`config.mk`:
```
export PLATFORM = sky130hd
export DESIGN_NAME = vec_alu_sequencer
export DESIGN_NICKNAME = d
export VERILOG_FILES = /design/src/rtl/vec_alu_sequencer.sv
export SDC_FILE = /design/constraint.sdc
export NUM_CORES = 1
export LEC_CHECK = 0
export BUFFER_PORTS_ARGS = -buffer_cell sky130_fd_sc_hd__buf_2
export CAP_MARGIN = 20
export CORE_AREA = 2 2 139 141
export CTS_BUF_LIST = sky130_fd_sc_hd__clkbuf_8
export CTS_CLUSTER_DIAMETER = 80
export DETAILED_ROUTE_END_ITERATION = 6
export DIE_AREA = 0 0 141 143
export PLACE_DENSITY = 0.82
export SYNTH_ARGS = -nofsm -noshare
export SYNTH_HDL_FRONTEND = slang
export SYNTH_SLANG_ARGS = --single-unit
```
`constraint.sdc`:
```
create_clock -name clk -period 1.55 [get_ports clk]
set_input_delay 0 -clock clk [delete_from_list [all_inputs] [get_ports clk]]
set_output_delay 0 -clock clk [all_outputs]
set_load 0.02 [all_outputs]
```
`src/rtl/vec_alu_sequencer.sv`:
```
// vec_alu_sequencer: issue/collect front end for a V-lane x N-bit vector ALU.
// Accepts one operation over in_valid/in_ready, drives registered operands and
// opcode to the ALU, waits the opcode's settle time, registers lane results and
// flags, and presents them downstream over out_valid/out_ready.
// Optional feature: define VEC_ALU_SEQ_BYPASS_EN to let a new operation be
// accepted on the same edge that completes the result handshake.
module vec_alu_sequencer #(
  parameter int N       = 18,
  parameter int V       = 3,
  parameter int MUL_LAT = 2,
  parameter int TAG_W   = 4
) (
  input  logic               clk,
  input  logic               rst_n,
  input  logic               in_valid,
  output logic               in_ready,
  input  logic [2:0]         in_op,
  input  logic [V*N-1:0]     in_a,
  input  logic [V*N-1:0]     in_b,
  input  logic [TAG_W-1:0]   in_tag,
  output logic [V*N-1:0]     alu_a,
  output logic [V*N-1:0]     alu_b,
  output logic [2:0]         alu_c,
  input  logic [V*N-1:0]     alu_r,
  input  logic [3:0]         alu_f,
  output logic               out_valid,
  input  logic               out_ready,
  output logic [V*N-1:0]     out_r,
  output logic [3:0]         out_f,
  output logic [TAG_W-1:0]   out_tag,
  output logic               out_err,
  output logic               busy
);

  typedef enum logic [1:0] {
    IDLE = 2'd0,
    EXEC = 2'd1,
    HOLD = 2'd2
  } state_e;

  localparam logic [2:0] OP_MUL  = 3'b100;
  localparam logic [2:0] OP_ADD  = 3'b000;
  localparam logic [2:0] MUL_CNT = 3'(MUL_LAT);

  state_e             state_q;
  logic [2:0]         cnt_q;
  logic [TAG_W-1:0]   tag_q;
  logic               accept;
  logic               illegal_op;

`ifdef VEC_ALU_SEQ_BYPASS_EN
  // Ready in IDLE, or in HOLD when the pending result drains on this edge.
  assign in_ready = (state_q == IDLE) | ((state_q == HOLD) & out_ready);
`else
  // Ready only in IDLE.
  assign in_ready = (state_q == IDLE);
`endif

  assign accept     = in_valid & in_ready;
  assign busy       = (state_q != IDLE);
  assign illegal_op = (alu_c[2:1] == 2'b11);

  // Issue/collect FSM with all datapath registers it owns.
  always_ff @(posedge clk or negedge rst_n) begin
    // NOTE: every register here, including the wide operand/result registers,
    // is reset so that a reset mid-operation leaves nothing half-presented.
    if (!rst_n) begin
      state_q   <= IDLE;
      cnt_q     <= '0;
      tag_q     <= '0;
      alu_a     <= '0;
      alu_b     <= '0;
      alu_c     <= OP_ADD;
      out_r     <= '0;
      out_f     <= '0;
      out_tag   <= '0;
      out_valid <= 1'b0;
      out_err   <= 1'b0;
    end else begin
      // NOTE: non-blocking assignments so every register samples the
      // pre-edge values, independent of statement order.
      unique case (state_q)
        IDLE: begin
          if (accept) begin
            alu_a   <= in_a;
            alu_b   <= in_b;
            alu_c   <= in_op;
            tag_q   <= in_tag;
            cnt_q   <= (in_op == OP_MUL) ? MUL_CNT : 3'd0;
            state_q <= EXEC;
          end
        end
        EXEC: begin
          if (cnt_q != 3'd0) begin
            cnt_q <= cnt_q - 3'd1;
          end else begin
            out_r     <= illegal_op ? '0 : alu_r;
            out_f     <= illegal_op ? 4'b0100 : alu_f;
            out_tag   <= tag_q;
            out_err   <= illegal_op;
            out_valid <= 1'b1;
            state_q   <= HOLD;
          end
        end
        HOLD: begin
          if (out_ready) begin
            out_valid <= 1'b0;
            if (accept) begin
              // Only reachable with the bypass feature enabled.
              alu_a   <= in_a;
              alu_b   <= in_b;
              alu_c   <= in_op;
              tag_q   <= in_tag;
              cnt_q   <= (in_op == OP_MUL) ? MUL_CNT : 3'd0;
              state_q <= EXEC;
            end else begin
              // Park the opcode decode; operands keep their values.
              alu_c   <= OP_ADD;
              state_q <= IDLE;
            end
          end
        end
        default: begin
          state_q <= IDLE;
        end
      endcase
    end
  end

endmodule
```
==> run_results.csv, run 1 <==
group,metric,value,unit
synth,ys_ff_latch,184,
sta,report.final.slew_viol_count,0,
cts,later_pin_clock_latency_in_the_skew_report,0.46,ns
route,route.final.wire_length,25200,microns
synth,netlist-cell-type-count,27,
synth,synth_top_cell_area_share,67.5,%
synth,synth.top_cells.by_count,"184 x sky130_fd_sc_hd__dfrtp_1, 111 x sky130_fd_sc_hd__mux2_2, 57 x sky130_fd_sc_hd__a22o_1, 11 x sky130_fd_sc_hd__buf_2, 7 x sky130_fd_sc_hd__inv_1",
global_route,grt_first_pass_wirelength,33300,microns
setup_path,r2r.worst_path.cells,8,
setup_path,crit_required,1.93,ns
route,num_vias,6240,
synth,ys_seq_area_share,67.5,%
die,width_of_the_chip,141,microns
placed_design,dp_hpwl,13300,microns
synth,dominantRegCellSynth,"sky130_fd_sc_hd__dfrtp_1",
die,die_area,20200,sq um
route,routedWlPerCell,20.2,microns
outcome,status,"finished, violations left",
die,floorplan.core_area,18600,sq um
sta,fin_ws,-0.154,ns
sta,finalCritPeriodShare,110,%
sta,min_period,1.70,ns
pwr,worst_ir_drop_vdd,1.18,mV
global_route,grt_max_degree,58,
route,met1_wire_length,9090,microns
setup_path,kind_of_start_point_of_the_critical_path,"register",
sta,hold_viol,0,
finish,finalNetCount,1181,
route,iteration_0_drc_count_of_the_detailed_router,372,
route,drt-pass1-iter-count,5,
global_route,grt_antenna_before_repair,0,
sta,fmaxAchievable,587,MHz
outcome,failed_checks,"negative setup slack",
synth,ys_warn_count,0,
cts,path_clk_slew,0.10,ns
synth,synth_top_cells_by_area,"sky130_fd_sc_hd__dfrtp_1 68%, sky130_fd_sc_hd__mux2_2 18%, sky130_fd_sc_hd__a22o_1 7.3%",
finish,final_layout_size_suffix_gt1_share,55.5,%
setup_path,rr_startpoint,"cnt_q[1]$_DFFE_PN0P_",
sta,unrepaired_setup_endpoints_after_global_routing,"yes",
die,initial_core_utilization,36.7,%
pwr,power_leakage,6.07,nW
sta,clock_skew,0.0186,ns
setup_path,timing.setup.critical_path_class,"reg2reg",
finish,postLayoutCoreUtil,64.9,%
finish,flow.area_growth_from_synthesis,76.8,%
synth,synth-async-reset-ratio,100,%
route,ant_nets,0,
die,std_cell_rows,50,
cts,cts_root_buffer,"sky130_fd_sc_hd__clkbuf_8",
setup_path,critPathMaxFanout,7,
die,chipHeight,143,microns
setup_path,regToRegEndpoint,"out_r[39]$_DFFE_PN0P_",
sta,finalSetupViolCount,147,
sta,hold_ws,0.0217,ns
setup_path,worst-r2r-setup-slack,-0.15,ns
cts,htree_num_levels,4,
finish,fill_cells,1242,
setup_path,critical_path_arrival,2.08,ns
synth,synthesis.instances,426,
die,floorplan.io_pins,354,
synth,syn_area_per_cell,16.0,sq um
route,wl_met2,13400,microns
global_route,grt_pass1_vias,6346,
setup_path,timing.critical_path.from,"cnt_q[1]$_DFFE_PN0P_",
setup_path,cp-endpoint,"out_r[39]$_DFFE_PN0P_",
placed_design,io_buffers,353,
placed_design,pre_cts_ws,-0.185,ns
sta,worstMarginPinSlew,0.411,ns
cts,clock_tree.buffer_depth,2,
global_route,global_route.usage.total,21.3,%
route,wl_met3,1960,microns
route,post_drt_via_cell_ratio,5.00,
flow_run,maxCapViolCount,0,
synth,synth_enable_flop_cells,0,
cts,cts_buffers,17,
route,top_layer,"met4",
finish,diodes,0,
cts,tritoncts,"built",
worst_hold_path,hold_path_class,"in2async",
synth,post-synth-top-area-cell,"sky130_fd_sc_hd__dfrtp_1",
sta,slew_headroom,72.6,%
placed_design,gpl.final_weighted_congestion,0.830,
setup_path,worstSetupEndpointType,"register",
synth,dominant_cell_by_count_in_the_synthesized_netlist,"sky130_fd_sc_hd__dfrtp_1",
sta,fin_tns_setup,-10.65,ns
cts,cts.sink_count,184,
route,remaining_drc_errors,0,
pwr,power-per-cell-area,2080,nW/um^2
global_route,globalRouteOverflowTotal,0,
synth,netlist_area,6820,sq um
synth,synth_fp_nets,605,
==> worst min path at each step <==
stage / slack (ns) / startpoint / to / cells past startpoint
2_1_floorplan: -0.30 / rst_n / alu_a[0]$_DFFE_PN0P_ / 0
3_3_place_gp: -0.06 / rst_n / out_r[28]$_DFFE_PN0P_ / 1
3_5_place_dp: -0.05 / rst_n / out_r[27]$_DFFE_PN0P_ / 1
4_1_cts: 0.0005 / rst_n / out_r[27]$_DFFE_PN0P_ / 2
5_1_grt: 0.009 / rst_n / out_r[29]$_DFFE_PN0P_ / 2
6_report: 0.02 / rst_n / out_r[28]$_DFFE_PN0P_ / 2
==> metrics by stage <==
step                instance area [sq um]  power [W]  instances
floorplan                            6850     0.0150        426
global placement                     9110     0.0187       1018
detailed placement                   9110     0.0191       1018
CTS                                 11300     0.0226       1231
global route                        12100     0.0262       1249
finish                              12100     0.0250       1249
==> flip-flops by register name, indices dropped and copies added (netlist names), 2 cells and up <==
| name | flops |
|---|---|
| alu_a | 54 |
| alu_b | 54 |
| alu_c | 3 |
| cnt_q | 3 |
| out_f | 4 |
| out_r | 54 |
| out_tag | 4 |
| state_q | 2 |
| tag_q | 4 |
==> cells in the final DEF (no fill, tap or decap), types with 2 or more instances in the layout <==
master and count:
sky130_fd_sc_hd__a21oi_1 5, sky130_fd_sc_hd__a22o_1 57, sky130_fd_sc_hd__buf_12 15, sky130_fd_sc_hd__buf_2 352, sky130_fd_sc_hd__buf_4 19, sky130_fd_sc_hd__buf_6 8, sky130_fd_sc_hd__buf_8 5, sky130_fd_sc_hd__clkbuf_16 9
sky130_fd_sc_hd__clkbuf_8 18, sky130_fd_sc_hd__clkinv_2 2, sky130_fd_sc_hd__clkinv_4 3, sky130_fd_sc_hd__clkinvlp_4 2, sky130_fd_sc_hd__dfrtp_1 183, sky130_fd_sc_hd__dlygate4sd3_1 176, sky130_fd_sc_hd__inv_1 10, sky130_fd_sc_hd__inv_6 3
sky130_fd_sc_hd__mux2_2 27, sky130_fd_sc_hd__mux2_4 89, sky130_fd_sc_hd__nand2_1 3, sky130_fd_sc_hd__nor2_1 2, sky130_fd_sc_hd__nor2b_1 5, sky130_fd_sc_hd__o21ai_0 2, sky130_fd_sc_hd__o2bb2ai_1 3
==> worst max-delay path, stage by stage, from the launching register on <==
cell                        delay (ns)
sky130_fd_sc_hd__dfrtp_1          0.39
sky130_fd_sc_hd__inv_1            0.07
sky130_fd_sc_hd__ha_2             0.19
sky130_fd_sc_hd__ha_4             0.13
sky130_fd_sc_hd__nand3b_1         0.19
sky130_fd_sc_hd__a21oi_4          0.21
sky130_fd_sc_hd__buf_12           0.17
sky130_fd_sc_hd__clkbuf_16        0.16
sky130_fd_sc_hd__a22o_1           0.14
==> per-layer routing <==
layer | GRT usage (%) | vias to the layer above
met5 | 0 | -
met4 | 8.00 | 0
met3 | 6.17 | 60
met2 | 39.1 | 364
met1 | 23.4 | 3132
li1 | - | 2684
==> power by group <==
group          internal (W)  switching (W)
logic               0.00666        0.00679
clock network       0.00116        0.00174
registers           0.00715        0.00154
total                0.0150         0.0101
==> what timing repair did <==
item                                    in CTS  in global routing
pin swaps                                   10                  3
endpoints found under the setup margin      88                149
gates resized for setup                     14                112
hold buffers                               176                  0
gates cloned                                 1                 12
endpoints found under the hold margin      360                  0
setup buffers                                4                  7
==> cells by family (layout without fill, tap and decap cells) <==
logic type	Yosys count	count (layout)	share of synthesized area (%)
buffers and inverters	34	623	2.40
adder cells (fa/ha/maj)	2	2	0.367
AND/OR/NAND/NOR	17	17	1.58
multiplexers	117	117	19.3
AO/OA/AOI/OAI	72	72	8.84
flip-flops	184	184	67.5
==> area by class of cell <==
cell class	count	area [sq um]	area share [%]
Sequential cell	184	4610	38.2
Inverter	7	26.3	0.218
Clock buffer	18	248	2.05
Clock inverter	14	100	0.830
Tap cell	234	293	2.43
Multi-Input combinational cell	208	2430	20.1
Timing Repair Buffer	584	4360	36.1
No activity file was read; power rests on OpenSTA's default activity.
==> run 2: changes to the inputs <==
--- a/config.mk
+++ b/config.mk
@@ -12,7 +12,7 @@
 export CTS_CLUSTER_DIAMETER = 80
 export DETAILED_ROUTE_END_ITERATION = 6
 export DIE_AREA = 0 0 141 143
-export PLACE_DENSITY = 0.82
+export PLACE_DENSITY = 0.79
 export SYNTH_ARGS = -nofsm -noshare
 export SYNTH_HDL_FRONTEND = slang
 export SYNTH_SLANG_ARGS = --single-unit
==> constraint.sdc (replaced) <==
create_clock -name clk -period 1.8 [get_ports clk]
set_input_delay 0 -clock clk [delete_from_list [all_inputs] [get_ports clk]]
set_output_delay 0 -clock clk [all_outputs]
set_load 0.02 [all_outputs]
==> run 2 against run 1 <==
Against the previous run: the flow now finishes without violations; fmax is 2.1% lower; combinational power fell by 27%; via count decreased by 4.9%; clock power is 5% lower; critical path depth grew 1; utilization shrank 3.1 points; register-to-register slack better by 0.21 ns; sequential share of layout area is 1.9 points higher; routed wire length is 12% lower; non-clock buffer count decreased by 18; hold slack improved by 0.047 ns.
==> run_results.csv, run 2 (synthesized netlist as in run 1, its figures left out) <==
group,metric,value,unit
outcome,status,"finished clean",
finish,final_cell_mix,"352 x sky130_fd_sc_hd__buf_2, 184 x sky130_fd_sc_hd__dfrtp_1, 179 x sky130_fd_sc_hd__dlygate4sd3_1",
route,iteration_0_drc_count_of_the_detailed_router,249,
global_route,globalRouteOverflowTotal,0,
finish,area.sequential,4600,sq um
cts,cts.sink_count,184,
setup_path,crit_required,2.13,ns
finish,final_layout_size_suffix_gt1_share,53.8,%
global_route,grt_antenna_before_repair,1,
cts,clock_tree.buffer_depth,2,
setup_path,critical_path_arrival,2.07,ns
sta,fmaxAchievable,574,MHz
die,initial_core_utilization,36.7,%
sta,worstMarginPinSlew,0.470,ns
route,remaining_drc_errors,0,
die,chipHeight,143,microns
placed_design,gpl.final_weighted_congestion,0.790,
die,die_area,20200,sq um
flow_run,maxCapViolCount,0,
cts,cts_buffers,17,
cts,later_pin_clock_latency_in_the_skew_report,0.44,ns
worst_hold_path,hold_path_class,"in2async",
pwr,power_leakage,5.62,nW
die,std_cell_rows,50,
cts,cts_root_buffer,"sky130_fd_sc_hd__clkbuf_8",
global_route,global_route.usage.total,20.8,%
pwr,worst_ir_drop_vdd,0.914,mV
sta,hold_viol,0,
finish,largestRegisters,"alu_a: 54 flops, alu_b: 54 flops, out_r: 54 flops",
die,floorplan.core_area,18600,sq um
sta,finalSetupViolCount,0,
route,routedWlPerCell,18.0,microns
cts,tritoncts,"built",
sta,slew_headroom,68.6,%
route,ant_nets,0,
route,drt-pass1-iter-count,4,
sta,hold_ws,0.0690,ns
pwr,power-per-cell-area,1740,nW/um^2
finish,area_used_by_multi_input_combinational_logic,2070,sq um
die,width_of_the_chip,141,microns
setup_path,worst-r2r-setup-slack,0.06,ns
sta,report.final.slew_viol_count,0,
setup_path,regToRegEndpoint,"out_r[15]$_DFFE_PN0P_",
finish,finalInstanceArea,11500,sq um
finish,layout_commonest_cell,"sky130_fd_sc_hd__buf_2",
sta,finalCritPeriodShare,96.7,%
placed_design,dp_hpwl,12600,microns
finish,flow.area_growth_from_synthesis,68.2,%
global_route,grt_first_pass_wirelength,32800,microns
setup_path,worstSetupEndpointType,"register",
die,floorplan.io_pins,354,
finish,finalNetCount,1163,
route,route.final.wire_length,22200,microns
setup_path,critPathMaxFanout,8,
setup_path,r2r.worst_path.cells,9,
setup_path,rr_startpoint,"cnt_q[0]$_DFFE_PN0P_",
global_route,grt_max_degree,60,
cts,path_clk_slew,0.11,ns
setup_path,timing.setup.critical_path_class,"reg2reg",
placed_design,postPlaceCellArea,9060,sq um
sta,clock_skew,0.0137,ns
placed_design,io_buffers,353,
cts,htree_num_levels,4,
global_route,grt_pass1_vias,6345,
route,num_vias,5935,
route,post_drt_via_cell_ratio,4.82,
finish,fill_cells,1332,
sta,min_period,1.74,ns
setup_path,kind_of_start_point_of_the_critical_path,"register",
==> run 2: cell types whose count changed in the layout (fill, tap and decap cells not counted), sizes merged <==
cell         previous run  this run
bufinv                  0         1
clkinv                  5         3
buf                   399       383
clkbuf                 27        22
inv                    14        13
dlygate4sd3           176       179
clkinvlp                2         4
diode                   0         1
==> run 2: where the power goes <==
group | internal (W) | leakage, nW | total [W] | switching [W]
combinational | 0.00453 | 3.21 | 0.00988 | 0.00535
clock | 0.00118 | 0.189 | 0.00276 | 0.00159
sequential | 0.00615 | 2.22 | 0.00731 | 0.00116
total | 0.0119 | 5.62 | 0.0200 | 0.00810
==> run 2: critical path: stages, from the launching register on <==
cell	delay, ns
sky130_fd_sc_hd__dfrtp_1	0.38
sky130_fd_sc_hd__inv_1	0.05
sky130_fd_sc_hd__ha_1	0.19
sky130_fd_sc_hd__ha_1	0.19
sky130_fd_sc_hd__nand3b_1	0.08
sky130_fd_sc_hd__buf_4	0.17
sky130_fd_sc_hd__a21oi_4	0.06
sky130_fd_sc_hd__buf_12	0.15
sky130_fd_sc_hd__clkbuf_16	0.16
sky130_fd_sc_hd__a22o_1	0.19
==> run 2: worst max-delay path by stage <==
stage / start / endpoint / slack [ns]
global route: cnt_q[0]$_DFFE_PN0P_ / out_r[25]$_DFFE_PN0P_ / -0.03
floorplan: cnt_q[0]$_DFFE_PN0P_ / out_f[2]$_DFFE_PN0P_ / 0.13
detailed placement: cnt_q[0]$_DFFE_PN0P_ / out_tag[0]$_DFFE_PN0P_ / 0.03
global placement: cnt_q[0]$_DFFE_PN0P_ / out_tag[3]$_DFFE_PN0P_ / 0.06
CTS: cnt_q[0]$_DFFE_PN0P_ / out_tag[0]$_DFFE_PN0P_ / 0.02
finish: cnt_q[0]$_DFFE_PN0P_ / out_r[15]$_DFFE_PN0P_ / 0.06
==> run 2: metrics by stage <==
step	std cells	utilization [%]	power, W	setup TNS, ns	worst slack (ns)
after CTS	1219	60.5	0.0193	0	0.0219
after detailed placement	1008	48.8	0.0162	0	0.0298
after global routing	1232	61.8	0.0210	-0.327	-0.0314
final	1232	61.8	0.0200	0	0.0587
after floorplan	426	-	0.0129	0	0.130
after global placement	1008	48.8	0.0160	0	0.0577
==> run 2: routing by layer <==
layer	global-route usage, %	share of wire, %
met5	0	0
met4	7.89	3.4
met3	5.23	6.6
met1	22.7	38
met2	38.8	52
==> run 2: area by class of cell <==
type / instances / share of cell area, %
sequential: 184 / 40.1
timing repair buffer: 566 / 35.6
multi-input combinational: 208 / 18.0
tap: 234 / 2.55
clock buffer: 18 / 2.16
clock inverter: 14 / 1.23
inverter: 7 / 0.229
antenna: 1 / 0.0218
==> run 2: what timing repair did <==
action | in CTS | in global routing
gates resized for setup | 0 | 5
setup endpoints to repair | 0 | 55
hold endpoints to repair | 360 | 0
buffers inserted | 0 | 5
hold buffers | 179 | 0
